**src/rtl/multicycle_ctrl.sv**
```systemverilog
// Multi-cycle RV32I sequencer: walks FETCH/DECODE/EXEC/MEM/WB and drives datapath
// enables, selects and the shared memory handshake; unsupported opcodes park in TRAP.
module multicycle_ctrl #(
   parameter logic [2:0] RESET_STATE = 3'd0
) (
   input  logic        clk,
   input  logic        rst,
   input  logic [31:0] inst,
   input  logic        mem_ready,
   input  logic        br_taken,
   output logic        mem_req,
   output logic        mem_we,
   output logic        addr_sel,
   output logic        ir_we,
   output logic        pc_we,
   output logic [1:0]  pc_sel,
   output logic [2:0]  imm_sel,
   output logic        alu_src_b,
   output logic        reg_we,
   output logic [1:0]  wb_sel,
   output logic        retire,
   output logic        trap
);

   typedef enum logic [2:0] {
      FETCH  = 3'd0,
      DECODE = 3'd1,
      EXEC   = 3'd2,
      MEM    = 3'd3,
      WB     = 3'd4,
      TRAP   = 3'd5
   } state_e;

   localparam logic [6:0] OP_R    = 7'b0110011;
   localparam logic [6:0] OP_IMM  = 7'b0010011;
   localparam logic [6:0] OP_LD   = 7'b0000011;
   localparam logic [6:0] OP_ST   = 7'b0100011;
   localparam logic [6:0] OP_BR   = 7'b1100011;
   localparam logic [6:0] OP_JAL  = 7'b1101111;
   localparam logic [6:0] OP_JALR = 7'b1100111;

   localparam logic [2:0] IMM_I    = 3'd0;
   localparam logic [2:0] IMM_S    = 3'd1;
   localparam logic [2:0] IMM_B    = 3'd2;
   localparam logic [2:0] IMM_J    = 3'd3;
   localparam logic [2:0] IMM_NONE = 3'd7;

   state_e     state_q, state_d;
   logic [6:0] opc;
   logic       legal;
   logic [2:0] imm_dec;
   logic       src_b_dec;

   assign opc = inst[6:0];

   function automatic logic [2:0] imm_of(input logic [6:0] op);
      case (op)
         OP_IMM, OP_LD, OP_JALR: imm_of = IMM_I;
         OP_ST:                  imm_of = IMM_S;
         OP_BR:                  imm_of = IMM_B;
         OP_JAL:                 imm_of = IMM_J;
         default:                imm_of = IMM_NONE;
      endcase
   endfunction

   always_comb begin
      legal = (opc == OP_R)  || (opc == OP_IMM) || (opc == OP_LD) || (opc == OP_ST) ||
              (opc == OP_BR) || (opc == OP_JAL) || (opc == OP_JALR);
      imm_dec   = imm_of(opc);
      src_b_dec = legal && (opc != OP_R) && (opc != OP_BR);
   end

   always_ff @(posedge clk) begin
      if (rst) state_q <= state_e'(RESET_STATE);
      else     state_q <= state_d;
   end

   always_comb begin
      state_d   = state_q;
      mem_req   = 1'b0;
      mem_we    = 1'b0;
      addr_sel  = 1'b0;
      ir_we     = 1'b0;
      pc_we     = 1'b0;
      pc_sel    = 2'd0;
      imm_sel   = IMM_NONE;
      alu_src_b = 1'b0;
      reg_we    = 1'b0;
      wb_sel    = 2'd0;
      retire    = 1'b0;
      trap      = 1'b0;

      case (state_q)
         FETCH: begin
            mem_req = 1'b1;
            if (mem_ready) begin
               ir_we   = 1'b1;
               pc_we   = 1'b1;
               state_d = DECODE;
            end
         end
         DECODE: begin
            imm_sel   = imm_dec;
            alu_src_b = src_b_dec;
            state_d   = legal ? EXEC : TRAP;
         end
         EXEC: begin
            imm_sel   = imm_dec;
            alu_src_b = src_b_dec;
            case (opc)
               OP_R, OP_IMM: state_d = WB;
               OP_LD, OP_ST: state_d = MEM;
               OP_BR: begin
                  pc_we   = br_taken;
                  pc_sel  = 2'd1;
                  retire  = 1'b1;
                  state_d = FETCH;
               end
               OP_JAL: begin
                  pc_we   = 1'b1;
                  pc_sel  = 2'd1;
                  state_d = WB;
               end
               OP_JALR: begin
                  pc_we   = 1'b1;
                  pc_sel  = 2'd2;
                  state_d = WB;
               end
               default: state_d = TRAP;
            endcase
         end
         MEM: begin
            imm_sel   = imm_dec;
            alu_src_b = src_b_dec;
            mem_req   = 1'b1;
            addr_sel  = 1'b1;
            mem_we    = (opc == OP_ST);
            if (mem_ready) begin
               if (opc == OP_ST) begin
                  retire  = 1'b1;
                  state_d = FETCH;
               end else begin
                  state_d = WB;
               end
            end
         end
         WB: begin
            imm_sel   = imm_dec;
            alu_src_b = src_b_dec;
            reg_we    = 1'b1;
            retire    = 1'b1;
            if (opc == OP_LD)                          wb_sel = 2'd1;
            else if (opc == OP_JAL || opc == OP_JALR)  wb_sel = 2'd2;
            state_d   = FETCH;
         end
         TRAP: trap = 1'b1;
         default: state_d = FETCH;
      endcase

      // Reset silences every output so a stale mem_ready cannot be consumed.
      if (rst) begin
         mem_req   = 1'b0;
         mem_we    = 1'b0;
         addr_sel  = 1'b0;
         ir_we     = 1'b0;
         pc_we     = 1'b0;
         pc_sel    = 2'd0;
         imm_sel   = IMM_NONE;
         alu_src_b = 1'b0;
         reg_we    = 1'b0;
         wb_sel    = 2'd0;
         retire    = 1'b0;
         trap      = 1'b0;
      end
   end

endmodule

```
**config.mk**
```make
export PLATFORM = sky130hd
export DESIGN_NAME = multicycle_ctrl
export DESIGN_NICKNAME = d
export VERILOG_FILES = /design/src/rtl/multicycle_ctrl.sv
export SDC_FILE = /design/constraint.sdc
export NUM_CORES = 1
export LEC_CHECK = 0
export BUFFER_PORTS_ARGS = -buffer_cell sky130_fd_sc_hd__buf_2
export CAP_MARGIN = 25
export CORE_MARGIN = 5
export CORE_UTILIZATION = 35
export CTS_CLUSTER_SIZE = 10
export DETAILED_ROUTE_END_ITERATION = 8
export GPL_TIMING_DRIVEN = 0
export PLACE_DENSITY = 0.75
export SYNTH_ARGS = -nofsm -noshare
export SYNTH_HDL_FRONTEND = slang
export SYNTH_SLANG_ARGS = --single-unit
```
**constraint.sdc**
```tcl
create_clock -name clk -period 1.7 [get_ports clk]
set_clock_uncertainty 0.05 [all_clocks]
set_input_delay 0.34 -clock clk [delete_from_list [all_inputs] [get_ports clk]]
set_output_delay 0.34 -clock clk [all_outputs]
set_load 0.1 [all_outputs]
```
==> results of run 1 <==
==> metrics by stage <==
stage / std cells / setup slack [ps] / area [um^2] / setup TNS [ps]
2_1_floorplan: 74 / -1090 / 701 / -5400
3_3_place_gp: 115 / -539 / 846 / -4640
3_5_place_dp: 115 / -540 / 846 / -4890
4_1_cts: 129 / -363 / 1220 / -2500
==> cell families after synthesis <==
group / count (synthesis)
and+or+nand+nor: 40
AOI/OAI and AO/OA: 22
buffers and inverters: 7
DFF: 3
xor gates and xnor gates: 2
==> timing repair <==
| item | in CTS |
|---|---|
| endpoints found under the setup margin | 16 |
| pin swaps | 4 |
| setup buffers | 10 |
| gates resized for setup | 75 |
| gates cloned | 0 |
==> flow_metrics.tcl, run 1 <==
set metrics [dict create \
    status "did not finish" \
    stop_stage "global routing" \
    firstError "[ERROR DPL-0038] Utilization greater than 100%, impossible to legalize" \
    die_h_um 49.1 \
    initial_utilization_pct 36.3 \
    grt_max_degree 10 \
    synth_top_family_by_area "simple AND/OR/NAND/NOR gates" \
    fp-row-count 14 \
    syn_avg_cell_area_um2 7.22 \
    synthMostInstantiatedCell "nor2_1" \
    synth-xor-area-share_pct 3.28 \
    synth_cell_types 35 \
    synth_fa_ha_area_share_pct 0 \
    dieWidth_um 49.1 \
    synth_seq_cells 3 \
    ys.warnings.count 0 \
    synth-edff-count 0 \
    cts_num_sinks 3 \
    worst_endpoint "retire" \
    routabilityCongestion 0.800 \
    synth_area_um2 534 \
    hold_buffers 0 \
    numCtsBuffers 3 \
    yosysTopAreaCell "dfxtp_1" \
    dpl.hpwl_mm 1.29 \
    endpoint_type "output port" \
    cts_buffer_depth 2 \
    synthSimpleGateAreaFrac_pct 50.8 \
    synth_compound_area_share_pct 28.8 \
    synth_commonest_cells "nor2_1 (14), a21oi_1 (9), nand2b_1 (4), nor2b_1 (4)" \
    yosysSeqAreaShare_pct 11.2 \
    io_pins 52 \
    synth.area.mux_share_pct 0 \
    synth.top_cell.area_share_pct 11.2 \
    io_buffers 25 \
    clockRootBuffer "clkbuf_4" \
    synth_ff_type "dfxtp_1" \
    htree_levels 1 \
    synthCells 74 \
    async_flop_share_pct 0 \
    yosys-top-cells-area "dfxtp_1 (11%), nor2_1 (9.8%), a21oi_1 (8.4%)" \
    synth_fp_nets 110 \
]
==> inputs of run 2 (changes only) <==
CORE_AREA = 5 5 66 68   (was unset)
CORE_MARGIN = unset   (was 5)
CORE_UTILIZATION = unset   (was 35)
CTS_CLUSTER_SIZE = unset   (was 10)
DIE_AREA = 0 0 71 73   (was unset)
PLACE_DENSITY = unset   (was 0.75)
PLACE_DENSITY_LB_ADDON = 0.15   (was unset)
==> run 2 against run 1 <==
  * The flow now finishes, with violations (negative setup slack)
  * Area after synthesis stayed put
  * Synthesized cell count unchanged
==> flow_metrics.tcl, run 2 <==
set metrics [dict create \
    synth_commonest_cells "nor2_1 (14), a21oi_1 (9), nand2b_1 (4), nor2b_1 (4)" \
    syn_to_final_growth_pct 190 \
    routabilityCongestion 0.685 \
    finalCritPeriodShare_pct 118 \
    wl_per_cell_um 13.1 \
    clk_latency_ps 210 \
    rr_endpoint "state_q[0]" \
    synth_seq_cells 3 \
    synthMostInstantiatedCell "nor2_1" \
    yosys-top-cells-area "dfxtp_1 (11%), nor2_1 (9.8%), a21oi_1 (8.4%)" \
    critPathBufInv 5 \
    powerDensity_mw_per_mm2 420 \
    drc_errors 0 \
    violations "negative setup slack" \
    synthCells 74 \
    ys.warnings.count 0 \
    layout_commonest_cell "buf_4" \
    startpoint_type "input port" \
    dieWidth_um 71 \
    largestRegisters "state_q x3" \
    regToRegSetupSlack_ps 440 \
    grt_max_degree 11 \
    coreArea_mm2 0.00380 \
    fillCellCount 367 \
    drtPass1Iterations 2 \
    worst_slew_pin_slew_ps 303 \
    drive_gt1_share_pct 76.0 \
    yosysTopAreaCell "dfxtp_1" \
    cp.depth 7 \
    grt_setup_unrepaired "yes" \
    clkTransAtPathRegs_ps 30 \
    crit_fanout 4 \
    syn_avg_cell_area_um2 7.22 \
    endpoint_kind "output pin" \
    antennaDiodeCount 0 \
    grtUsageTotal_pct 8.76 \
    clockRootBuffer "clkbuf_8" \
    arrival_ps 1620 \
    synth_cell_types 35 \
    overflow 0 \
    vias 781 \
    status "finished with violations" \
    antenna_found_initial 0 \
    io_buffers 25 \
    synth_fp_nets 110 \
    min_period_ps 2010 \
    ant_nets 0 \
    peakVddDrop_mv 0.201 \
    finalNetCount 166 \
    finalSetupTns_ps -2460 \
    synth.top_cell.area_share_pct 11.2 \
    maxCapViolations 0 \
    final_cell_mix "buf_4 (19), buf_12 (17), buf_6 (11)" \
    critical-path-slowest-cell "o311ai_4" \
    finalWirelength_mm 2.34 \
    power.leakage_nw 0.632 \
    cts_tree "yes" \
    max_stage_delay_ps 290 \
    setup_viol 12 \
    worstPathCellList "buf_6 -> nand4bb_4 -> buf_4 -> buf_4 -> buf_4 -> o311ai_4 -> buf_12" \
    cts_buffer_depth 2 \
    synth-edff-count 0 \
    grt_pass1_wl_mm 3.70 \
    drt_iter0_drc 28 \
    worst-setup-path-type "in -> out" \
    die_area_mm2 0.00518 \
    htree_levels 1 \
    r2r-start "state_q[1]" \
    yosysSeqAreaShare_pct 11.2 \
    dpl.hpwl_mm 1.53 \
    cp.required_ps 1310 \
    slew_headroom_pct 79.5 \
    worst_r2r_path_depth 5 \
    numCtsBuffers 3 \
    final_util_pct 40.8 \
    io_pins 52 \
    setup_slack_ps -306 \
    largest_register "state_q" \
    fp-row-count 23 \
    cts_num_sinks 3 \
    synth_area_um2 534 \
    async_flop_share_pct 0 \
    crit_end "retire" \
    largest_reg_flops 3 \
    grt_pass1_vias 786 \
    synth_ff_type "dfxtp_1" \
    hold_class "in -> reg" \
    hold_violations 0 \
    die_h_um 73 \
    slew_viol_final 0 \
    fmax_mhz 499 \
    startpoint "inst[2]" \
    path_delay_family "buffers and inverters" \
    routed_via_density 4.36 \
    initial_utilization_pct 14.1 \
    crit_top_cell "buf_4" \
]
[run 2: cell counts after synthesis]
Identical to the previous run, type by type.
[run 2: how the worst min path moves through the flow]
stage          startpoint    endpoint  slack (ps)  depth (start not counted)
2_1_floorplan         rst  state_q[0]         360                          1
4_1_cts               rst  state_q[0]         400                          2
5_1_grt               rst  state_q[0]         430                          2
3_5_place_dp          rst  state_q[0]         610                          2
6_report              rst  state_q[0]         420                          2
3_3_place_gp          rst  state_q[0]         610                          2
[run 2: repair_timing]
| action | 4_1_cts | 5_1_grt |
|---|---|---|
| gates cloned | 0 | 0 |
| endpoints found under the setup margin | 16 | 16 |
| resized for setup | 82 | 23 |
| hold buffers | 0 | 0 |
| pin swaps | 12 | 15 |
| buffers inserted | 18 | 11 |
[run 2: through the flow]
stage	hold slack [ps]	std cells	cell area, um^2	power (mW)	setup WS [ps]
4_1_cts	402	170	1400	0.628	-342
5_1_grt	429	179	1550	0.684	-346
6_report	417	179	1550	0.652	-306
2_1_floorplan	359	74	701	0.268	-1090
3_3_place_gp	614	149	888	0.320	-576
3_5_place_dp	606	149	888	0.321	-580
[run 2: cells by family (layout without fill, tap and decap cells)]
kind of cell              count (synthesis)  count (layout)  synth area share (%)
DFF                                       3               3                  11.2
xor gates and xnor gates                  2               2                  3.28
AOI/OAI and AO/OA                        22              22                  28.8
buffers and inverters                     7              62                  5.85
and+or+nand+nor                          40              40                  50.8
[run 2: layout make-up]
type                    instances  area [um^2]  share of cell area, %
multi-input cells              64          693                   44.7
well taps                      50         62.6                   4.03
inverters                       3         17.5                   1.13
flip-flops and latches          3         66.3                   4.27
clock buffers                   4         45.0                   2.90
plain buffers                   3         46.3                   2.98
repair buffers                 52          621                   40.0
[run 2: per-layer routing]
layer / GRT usage (%) / routed length [um]
met1: 9.75 / 852
met2: 16.7 / 1370
met3: 2.20 / 95
met4: 1.88 / 18
met5: 0 / 0
[run 2: report_power, final]
part           internal [mW]  leakage, nW  switching [mW]
clock                  0.159       0.0228          0.0410
combinational          0.163        0.583           0.206
sequential            0.0762       0.0261         0.00667
(Power assumes the default switching activity.)
